<file path="src/rtl/icache_pkg.sv">
// rtl/icache_pkg.sv - shared state type, derived refill sizes and parameter legality for the icache set
package icache_pkg;

   typedef enum logic {
      IDLE = 1'b0,
      FILL = 1'b1
   } fill_state_t;

   function automatic int beats(input int b, input int fill_w);
      return (8 * b) / fill_w;
   endfunction

   // Byte-offset bits covered by one refill beat.
   function automatic int lane_bits(input int fill_w);
      return $clog2(fill_w / 8);
   endfunction

   function automatic bit is_pow2(input int v);
      return (v > 0) && ((v & (v - 1)) == 0);
   endfunction

   function automatic bit cfg_legal(input int b, input int tag_bits, input int e, input int fill_w);
      return is_pow2(b) && (b >= 8) && is_pow2(e) && (e >= 2) && (tag_bits >= 1) &&
             ((fill_w == 32) || (fill_w == 64) || (fill_w == 128)) && (fill_w <= 8 * b);
   endfunction

endpackage

</file>
<file path="src/rtl/instr_cache_set_refill_if.sv">
// rtl/instr_cache_set_refill_if.sv - lookup and L2 refill port bundle of one cache set
interface instr_cache_set_refill_if #(
   parameter int B        = 64,
   parameter int TAG_BITS = 20,
   parameter int FILL_W   = 64
);
   localparam int OFF_W = $clog2(B);

   logic                set_active_i;
   logic [TAG_BITS-1:0] tag_i;
   logic [OFF_W-1:0]    block_i;
   logic                flush_i;
   logic                fill_valid_i;
   logic [FILL_W-1:0]   fill_data_i;
   logic                fill_ready_o;
   logic                hit_o;
   logic                miss_o;
   logic                busy_o;
   logic                fill_done_o;
   logic [31:0]         data_o;

   modport master (
      output set_active_i, tag_i, block_i, flush_i, fill_valid_i, fill_data_i,
      input  fill_ready_o, hit_o, miss_o, busy_o, fill_done_o, data_o
   );

   modport slave (
      input  set_active_i, tag_i, block_i, flush_i, fill_valid_i, fill_data_i,
      output fill_ready_o, hit_o, miss_o, busy_o, fill_done_o, data_o
   );

endinterface

</file>
<file path="src/rtl/icache_lru_age.sv">
// rtl/icache_lru_age.sv - per-way age vector of one set; age 0 is most recently used
module icache_lru_age #(
   parameter  int E  = 4,
   localparam int AW = $clog2(E)
) (
   input  logic                 clk_i,
   input  logic                 reset_ni,
   input  logic                 flush_i,
   input  logic                 upd_i,
   input  logic [AW-1:0]        upd_way_i,
   input  logic [AW-1:0]        ref_age_i,
   input  logic [E-1:0]         valid_i,
   output logic [E-1:0][AW-1:0] ages_o
);

   logic [E-1:0][AW-1:0] ages_q;

   // Ways younger than the reference age shift back by one so ages stay a permutation.
   always_ff @(posedge clk_i or negedge reset_ni) begin
      if (!reset_ni) begin
         ages_q <= '0;
      end else if (flush_i) begin
         ages_q <= '0;
      end else if (upd_i) begin
         for (int w = 0; w < E; w++) begin
            if (AW'(w) == upd_way_i) begin
               ages_q[w] <= '0;
            end else if (valid_i[w] && (ages_q[w] < ref_age_i)) begin
               ages_q[w] <= ages_q[w] + AW'(1);
            end
         end
      end
   end

   assign ages_o = ages_q;

endmodule

</file>
<file path="src/rtl/instr_cache_set_refill.sv">
// rtl/instr_cache_set_refill.sv - E-way instruction-cache set with multi-beat refill, flush and abort
module instr_cache_set_refill
   import icache_pkg::*;
#(
   parameter int B        = 64,
   parameter int TAG_BITS = 20,
   parameter int E        = 4,
   parameter int FILL_W   = 64
) (
   input logic                    clk_i,
   input logic                    reset_ni,
   instr_cache_set_refill_if.slave bus
);

   localparam int BEATS   = beats(B, FILL_W);
   localparam int LB      = lane_bits(FILL_W);
   localparam int OFF_W   = $clog2(B);
   localparam int WAY_W   = $clog2(E);
   localparam int CNT_W   = (BEATS > 1) ? $clog2(BEATS) : 1;
   localparam int ENTRIES = E * BEATS;
   localparam int IDX_W   = $clog2(ENTRIES);
   localparam int LANES   = FILL_W / 32;
   localparam logic [CNT_W-1:0] LAST_BEAT = CNT_W'(BEATS - 1);

   if (!cfg_legal(B, TAG_BITS, E, FILL_W)) begin : g_bad_cfg
      $error("instr_cache_set_refill: illegal B/TAG_BITS/E/FILL_W combination");
   end

   fill_state_t          state_q, state_d;
   logic [E-1:0]         valid_q;
   logic [TAG_BITS-1:0]  tag_q [E];
   logic [WAY_W-1:0]     victim_q, old_age_q;
   logic [TAG_BITS-1:0]  tag_cap_q;
   logic [CNT_W-1:0]     cnt_q;
   logic                 done_q;
   logic [FILL_W-1:0]    mem [ENTRIES];

   logic [E-1:0]         way_hit;
   logic                 hit_any, miss;
   logic [WAY_W-1:0]     hit_way, vic_way;
   logic                 vic_free;
   logic                 alloc, beat_fire, commit;
   logic [E-1:0][WAY_W-1:0] ages;
   logic [OFF_W-1:0]     beat_off, word_off;
   logic [IDX_W-1:0]     rd_idx, wr_idx;
   logic [FILL_W-1:0]    rd_entry;
   logic [31:0]          rd_word;
   int                   lane;

   // Lookup only in IDLE, so an in-flight refill can never report a hit.
   always_comb begin
      way_hit = '0;
      for (int w = 0; w < E; w++) begin
         way_hit[w] = (state_q == IDLE) && bus.set_active_i && valid_q[w] &&
                      (tag_q[w] == bus.tag_i);
      end
   end

   assign hit_any = |way_hit;
   assign miss    = bus.set_active_i && !hit_any && (state_q == IDLE);

   always_comb begin
      hit_way = '0;
      for (int w = E - 1; w >= 0; w--) begin
         if (way_hit[w]) hit_way = WAY_W'(w);
      end
   end

   // Victim: lowest invalid way, otherwise the oldest valid way.
   always_comb begin
      vic_way  = '0;
      vic_free = 1'b0;
      for (int w = E - 1; w >= 0; w--) begin
         if (!valid_q[w]) begin
            vic_way  = WAY_W'(w);
            vic_free = 1'b1;
         end
      end
      if (!vic_free) begin
         for (int w = 0; w < E; w++) begin
            if (ages[w] == WAY_W'(E - 1)) vic_way = WAY_W'(w);
         end
      end
   end

   always_comb begin
      state_d   = state_q;
      alloc     = 1'b0;
      beat_fire = 1'b0;
      commit    = 1'b0;
      case (state_q)
         IDLE: begin
            if (miss && !bus.flush_i) begin
               state_d = FILL;
               alloc   = 1'b1;
            end
         end
         FILL: begin
            if (bus.flush_i) begin
               state_d = IDLE;
            end else if (bus.fill_valid_i) begin
               beat_fire = 1'b1;
               if (cnt_q == LAST_BEAT) begin
                  commit  = 1'b1;
                  state_d = IDLE;
               end
            end
         end
         default: state_d = IDLE;
      endcase
      if (bus.flush_i) state_d = IDLE;
   end

   always_ff @(posedge clk_i or negedge reset_ni) begin
      if (!reset_ni) begin
         state_q   <= IDLE;
         valid_q   <= '0;
         cnt_q     <= '0;
         victim_q  <= '0;
         old_age_q <= '0;
         tag_cap_q <= '0;
         done_q    <= 1'b0;
         for (int w = 0; w < E; w++) tag_q[w] <= '0;
      end else begin
         state_q <= state_d;
         done_q  <= commit;
         if (bus.flush_i) begin
            valid_q <= '0;
            cnt_q   <= '0;
         end else if (alloc) begin
            // The victim is invalidated now so an aborted refill leaves no stale hit.
            victim_q          <= vic_way;
            tag_cap_q         <= bus.tag_i;
            old_age_q         <= vic_free ? WAY_W'(E - 1) : ages[vic_way];
            valid_q[vic_way]  <= 1'b0;
            cnt_q             <= '0;
         end else if (beat_fire) begin
            cnt_q <= cnt_q + CNT_W'(1);
            if (commit) begin
               valid_q[victim_q] <= 1'b1;
               tag_q[victim_q]   <= tag_cap_q;
               cnt_q             <= '0;
            end
         end
      end
   end

   assign wr_idx = IDX_W'(int'(victim_q) * BEATS + int'(cnt_q));

   always_ff @(posedge clk_i) begin
      if (beat_fire) mem[wr_idx] <= bus.fill_data_i;
   end

   icache_lru_age #(
      .E (E)
   ) u_lru (
      .clk_i     (clk_i),
      .reset_ni  (reset_ni),
      .flush_i   (bus.flush_i),
      .upd_i     ((hit_any && !bus.flush_i) || commit),
      .upd_way_i (commit ? victim_q : hit_way),
      .ref_age_i (commit ? old_age_q : ages[hit_way]),
      .valid_i   (valid_q),
      .ages_o    (ages)
   );

   assign beat_off = bus.block_i >> LB;
   assign word_off = bus.block_i >> 2;
   assign rd_idx   = IDX_W'(int'(hit_way) * BEATS + int'(beat_off));
   assign rd_entry = mem[rd_idx];
   assign lane     = int'(word_off) % LANES;
   assign rd_word  = 32'(rd_entry >> (lane * 32));

   assign bus.fill_ready_o = (state_q == FILL);
   assign bus.busy_o       = (state_q == FILL);
   assign bus.hit_o        = hit_any;
   assign bus.miss_o       = miss;
   assign bus.fill_done_o  = done_q;
   assign bus.data_o       = hit_any ? rd_word : 32'h0;

endmodule

</file>
<file path="src/flat_wrapper.sv">
// flat-port wrapper written by rule: the top's interface ports become plain ports
module instr_cache_set_refill_flat import icache_pkg::*;
#(
   parameter int B        = 64,
   parameter int TAG_BITS = 20,
   parameter int E        = 4,
   parameter int FILL_W   = 64
)
  (clk_i, reset_ni, bus_set_active_i, bus_tag_i, bus_block_i, bus_flush_i, bus_fill_valid_i, bus_fill_data_i, bus_fill_ready_o, bus_hit_o, bus_miss_o, bus_busy_o, bus_fill_done_o, bus_data_o);
  instr_cache_set_refill_if #(.B(B), .TAG_BITS(TAG_BITS), .FILL_W(FILL_W)) bus_i ();
  input logic clk_i;
  input logic reset_ni;
  input wire logic [$bits(bus_i.set_active_i)-1:0] bus_set_active_i;
  input wire logic [$bits(bus_i.tag_i)-1:0] bus_tag_i;
  input wire logic [$bits(bus_i.block_i)-1:0] bus_block_i;
  input wire logic [$bits(bus_i.flush_i)-1:0] bus_flush_i;
  input wire logic [$bits(bus_i.fill_valid_i)-1:0] bus_fill_valid_i;
  input wire logic [$bits(bus_i.fill_data_i)-1:0] bus_fill_data_i;
  output wire logic [$bits(bus_i.fill_ready_o)-1:0] bus_fill_ready_o;
  output wire logic [$bits(bus_i.hit_o)-1:0] bus_hit_o;
  output wire logic [$bits(bus_i.miss_o)-1:0] bus_miss_o;
  output wire logic [$bits(bus_i.busy_o)-1:0] bus_busy_o;
  output wire logic [$bits(bus_i.fill_done_o)-1:0] bus_fill_done_o;
  output wire logic [$bits(bus_i.data_o)-1:0] bus_data_o;
  assign bus_i.set_active_i = bus_set_active_i;
  assign bus_i.tag_i = bus_tag_i;
  assign bus_i.block_i = bus_block_i;
  assign bus_i.flush_i = bus_flush_i;
  assign bus_i.fill_valid_i = bus_fill_valid_i;
  assign bus_i.fill_data_i = bus_fill_data_i;
  assign bus_fill_ready_o = bus_i.fill_ready_o;
  assign bus_hit_o = bus_i.hit_o;
  assign bus_miss_o = bus_i.miss_o;
  assign bus_busy_o = bus_i.busy_o;
  assign bus_fill_done_o = bus_i.fill_done_o;
  assign bus_data_o = bus_i.data_o;
  instr_cache_set_refill #(.B(B), .TAG_BITS(TAG_BITS), .E(E), .FILL_W(FILL_W)) u_core (.clk_i(clk_i), .reset_ni(reset_ni), .bus(bus_i));
endmodule
</file>
<file path="config.mk">
export PLATFORM = sky130hd
export DESIGN_NAME = instr_cache_set_refill_flat
export DESIGN_NICKNAME = d
export VERILOG_FILES = /design/src/rtl/icache_pkg.sv /design/src/rtl/instr_cache_set_refill_if.sv /design/src/rtl/icache_lru_age.sv /design/src/rtl/instr_cache_set_refill.sv /design/src/flat_wrapper.sv
export SDC_FILE = /design/constraint.sdc
export NUM_CORES = 2
export LEC_CHECK = 0
export ABC_AREA = 1
export BUFFER_PORTS_ARGS = -buffer_cell sky130_fd_sc_hd__clkbuf_2
export CORE_ASPECT_RATIO = 1.4
export CORE_MARGIN = 8
export CORE_UTILIZATION = 44
export CTS_CLUSTER_DIAMETER = 150
export DETAILED_ROUTE_END_ITERATION = 10
export PLACE_DENSITY_LB_ADDON = 0.25
export SYNTH_ARGS = -nofsm -noshare
export SYNTH_HDL_FRONTEND = slang
export SYNTH_SLANG_ARGS = --single-unit
</file>
<file path="constraint.sdc">
create_clock -name clk_i -period 6.6 [get_ports clk_i]
set_input_delay 1.65 -clock clk_i [delete_from_list [all_inputs] [get_ports clk_i]]
set_output_delay 1.65 -clock clk_i [all_outputs]
set_load 0.01 [all_outputs]
</file>
==> impl_metrics.py <==
metrics = {
    "run_status": {
        "status": "complete, no violations",
    },
    "drt": {
        "num_vias": 57100,
        "routed_via_density": 5.87,
        "wirelength_mm": 254,
        "drc": 0,
        "wl_per_cell_um": 26.1,
        "ant_nets": 0,
        "dr.first_iter.drc_count": 6102,
        "drt_pass1_iterations": 7,
    },
    "logic_synthesis": {
        "synth_edf_count": 2048,
        "synthCells": 6809,
        "synth_cell_types": 38,
        "synth.area.top_cells": "edfxtp_1 (70%), nand2_1 (9.3%), dfrtp_1 (3.5%)",
        "yosysSeqAreaShare_pct": 73.7,
        "synth_top_area_share_pct": 70.2,
        "ys_ff_latch": 2169,
        "synth_area_leader_cell": "edfxtp_1",
        "yosys_warnings": 0,
        "syn_area_per_cell_um2": 12.9,
        "netlist_area_um2": 87600,
        "synth_ff_type": "edfxtp_1",
        "syn_nets": 6917,
        "async_flop_share_pct": 5.58,
    },
    "clock_tree": {
        "clock_path_buffers": 4,
        "ctsHoldBuffers": 0,
        "root_buffer": "clkbuf_16",
        "clk_pin_slew_ns": 0.06,
        "post-cts-setup-buffer-count": 0,
        "numCtsBuffers": 206,
        "cts.sinks": 2169,
        "cts_tree": "done",
        "clkLatencyLatePin_ns": 0.87,
        "htree_levels": 4,
    },
    "setup_path": {
        "slowest_stage": "nor3_1",
        "critPathMaxFanout": 24,
        "critical_path_arrival_ns": 4.92,
        "startpoint_type": "primary input",
        "path_class": "in2out",
        "slowest_delay_ns": 0.36,
        "reg2reg_from": "u_core.bus.busy_o",
        "startpoint": "bus_tag_i[2]",
        "setup.worst_path.end_class": "output port",
        "path_cells": "clkbuf_2 > xnor2_2 > nand2_1 > nor3_1 > nand3_1 > nand2_2 > nand2_8 > inv_6 > buf_12 > buf_12 > o211ai_1 > nand3_1 > nand2_1 > a211oi_1 > buf_4 > clkbuf_2",
        "worstPathRequired_ns": 4.95,
    },
    "timing": {
        "skew_ns": 0.0705,
        "slew_headroom_pct": 24.1,
        "final_min_period_over_clock_period_pct": 99.5,
        "setup_viol": 0,
        "hold_viol": 0,
        "fmax_mhz": 152,
        "grt_setup_unrepaired": "false",
        "drv_slew": 0,
        "period_needed_ns": 6.57,
        "setup_slack_ns": 0.0327,
        "tightestPinTransition_ns": 1.14,
    },
    "finish": {
        "fill_cells": 16800,
        "regArea_um2": 64500,
        "syn2layout_area_growth_pct": 13.3,
        "post-route-util_pct": 50.2,
        "nets": 7027,
        "multi_input_area_um2": 20900,
        "drive_gt1_share_pct": 10.1,
    },
    "global_route": {
        "grt_usage_pct": 22.9,
        "grt_max_degree": 122,
        "antenna_found_initial": 31,
        "grt_pass1_wl_mm": 364,
        "grt_overflow": 0,
        "grt_pass1_vias": 54200,
    },
    "floorplanning": {
        "die-area_um2": 214000,
        "initial_core_util_pct": 44.3,
        "row_count": 193,
        "pin_count": 132,
        "die_height_um": 544,
        "die_w_um": 393,
        "core_um2": 198000,
    },
    "worst_hold_path": {
        "hp-class": "reg2reg",
        "hold_start": "u_core.tag_cap_q[17]",
    },
    "power_and_ir_drop": {
        "leakage_uw": 0.0334,
        "power_density_nw_per_um2": 282,
        "peakVddDrop_mv": 0.211,
    },
    "placement": {
        "place_congestion": 0.928,
        "dp_hpwl_mm": 141,
        "post-place-ws_ns": -0.0529,
        "numPortBuffers": 129,
    },
    "job": {
        "maxCapViolCount": 0,
    },
}
==> power by group <==
| part | switching (µW) | total, µW | internal, µW |
|---|---|---|---|
| Clock | 4990 | 11300 | 6340 |
| Combinational | 1080 | 1540 | 457 |
| Sequential | 35.4 | 15100 | 15100 |
| Total | 6110 | 28000 | 21900 |
==> final cells by class <==
| class | instances | share of cell area, % |
|---|---|---|
| antenna | 18 | 0.0454 |
| clock buffer | 266 | 5.53 |
| clock inverter | 92 | 0.805 |
| inverter | 130 | 0.507 |
| multi-input combinational | 4034 | 21.1 |
| sequential | 2169 | 65.0 |
| tap | 2632 | 3.32 |
| timing repair buffer | 378 | 3.67 |
==> routing by layer <==
metal  up-vias  wire (µm)  track usage (%)
li1      25400          -                -
met1     28800     100000             29.7
met2      2246     124000             38.3
met3       549      17400             3.41
met4         8      12000             10.2
met5         -         52                0
==> final timing paths <==
kind | endpoint | slack [ns] | cells after the start
max | bus_data_o[2] | 0.03 | 16
min | u_core.tag_cap_q[17] | 0.48 | 2
max reg2reg | u_core.valid_q[1] | 2.73 | 17
min reg2reg | u_core.tag_cap_q[17] | 0.48 | 2
max in group asynchronous | u_core.tag_q[0] | 4.44 | 2
min in group asynchronous | u_core.tag_q[37] | 0.95 | 1
==> placed cells by master (no fill, tap or decap), types with 87 or more instances in the layout <==
cell and instances:
a21oi_1 554, nor2_1 95, a32oi_1 257, nand2_1 2176, buf_4 164, nand3_1 161
o211ai_1 257, buf_12 87, inv_1 116, clkbuf_2 124, dfrtp_1 121, edfxtp_1 2048
o21ai_0 123, a32o_1 256, clkbuf_16 209
==> cells in the mapped netlist (58+ instances only) <==
master       n
a32o_1     256
o21ai_0    123
buf_1       58
a32oi_1    257
clkbuf_1   369
a21oi_1    554
nand2_1   2176
edfxtp_1  2048
nand3_1    161
o211ai_1   257
dfrtp_1    121
inv_1      116
nor2_1     127
==> cells by family after synthesis <==
logic type	count (synthesis)	share of synthesized area (%)
and+or+nand+nor	2499	11.1
DFF	2169	73.7
xor gates and xnor gates	35	0.350
AOI/OAI and AO/OA	1487	12.0
buffers and inverters	606	2.73
adders and majority gates	13	0.186
==> sequential cells by signal, indices dropped and copies added (netlist names) <==
signal,cells
u_core.bus.busy_o,1
u_core.victim_q,2
u_core.cnt_q,3
u_core.old_age_q,2
u_core.tag_cap_q,20
u_core.tag_q,80
u_core.bus.fill_done_o,1
u_core.u_lru.ages_o,8
u_core.mem,2048
u_core.valid_q,4
==> metrics by stage <==
| step | power [µW] | instance area [µm²] | cells | hold WS, ns | TNS, ns |
|---|---|---|---|---|---|
| floorplan | 16300 | 87600 | 6809 | 0.453 | 0 |
| global placement | 16900 | 92800 | 9343 | 0.465 | -0.162 |
| detailed placement | 17000 | 92800 | 9343 | 0.474 | -0.0999 |
| CTS | 28200 | 99200 | 9701 | 0.488 | 0 |
| global route | 28800 | 99200 | 9711 | 0.513 | 0 |
| finish | 28000 | 99200 | 9719 | 0.483 | 0 |
==> worst max-delay path, delay by kind of cell <==
kind | cells | cell delay (ns)
buf+inv | 6 | 1.17
simple gates | 7 | 1.36
compound gates | 2 | 0.44
xor+xnor | 1 | 0.25
==> what timing repair did <==
item	in CTS	in global routing
setup endpoints to repair	4	6
resized for setup	4	2
hold endpoints to repair	0	0
No activity file was read; power rests on OpenSTA's default activity.
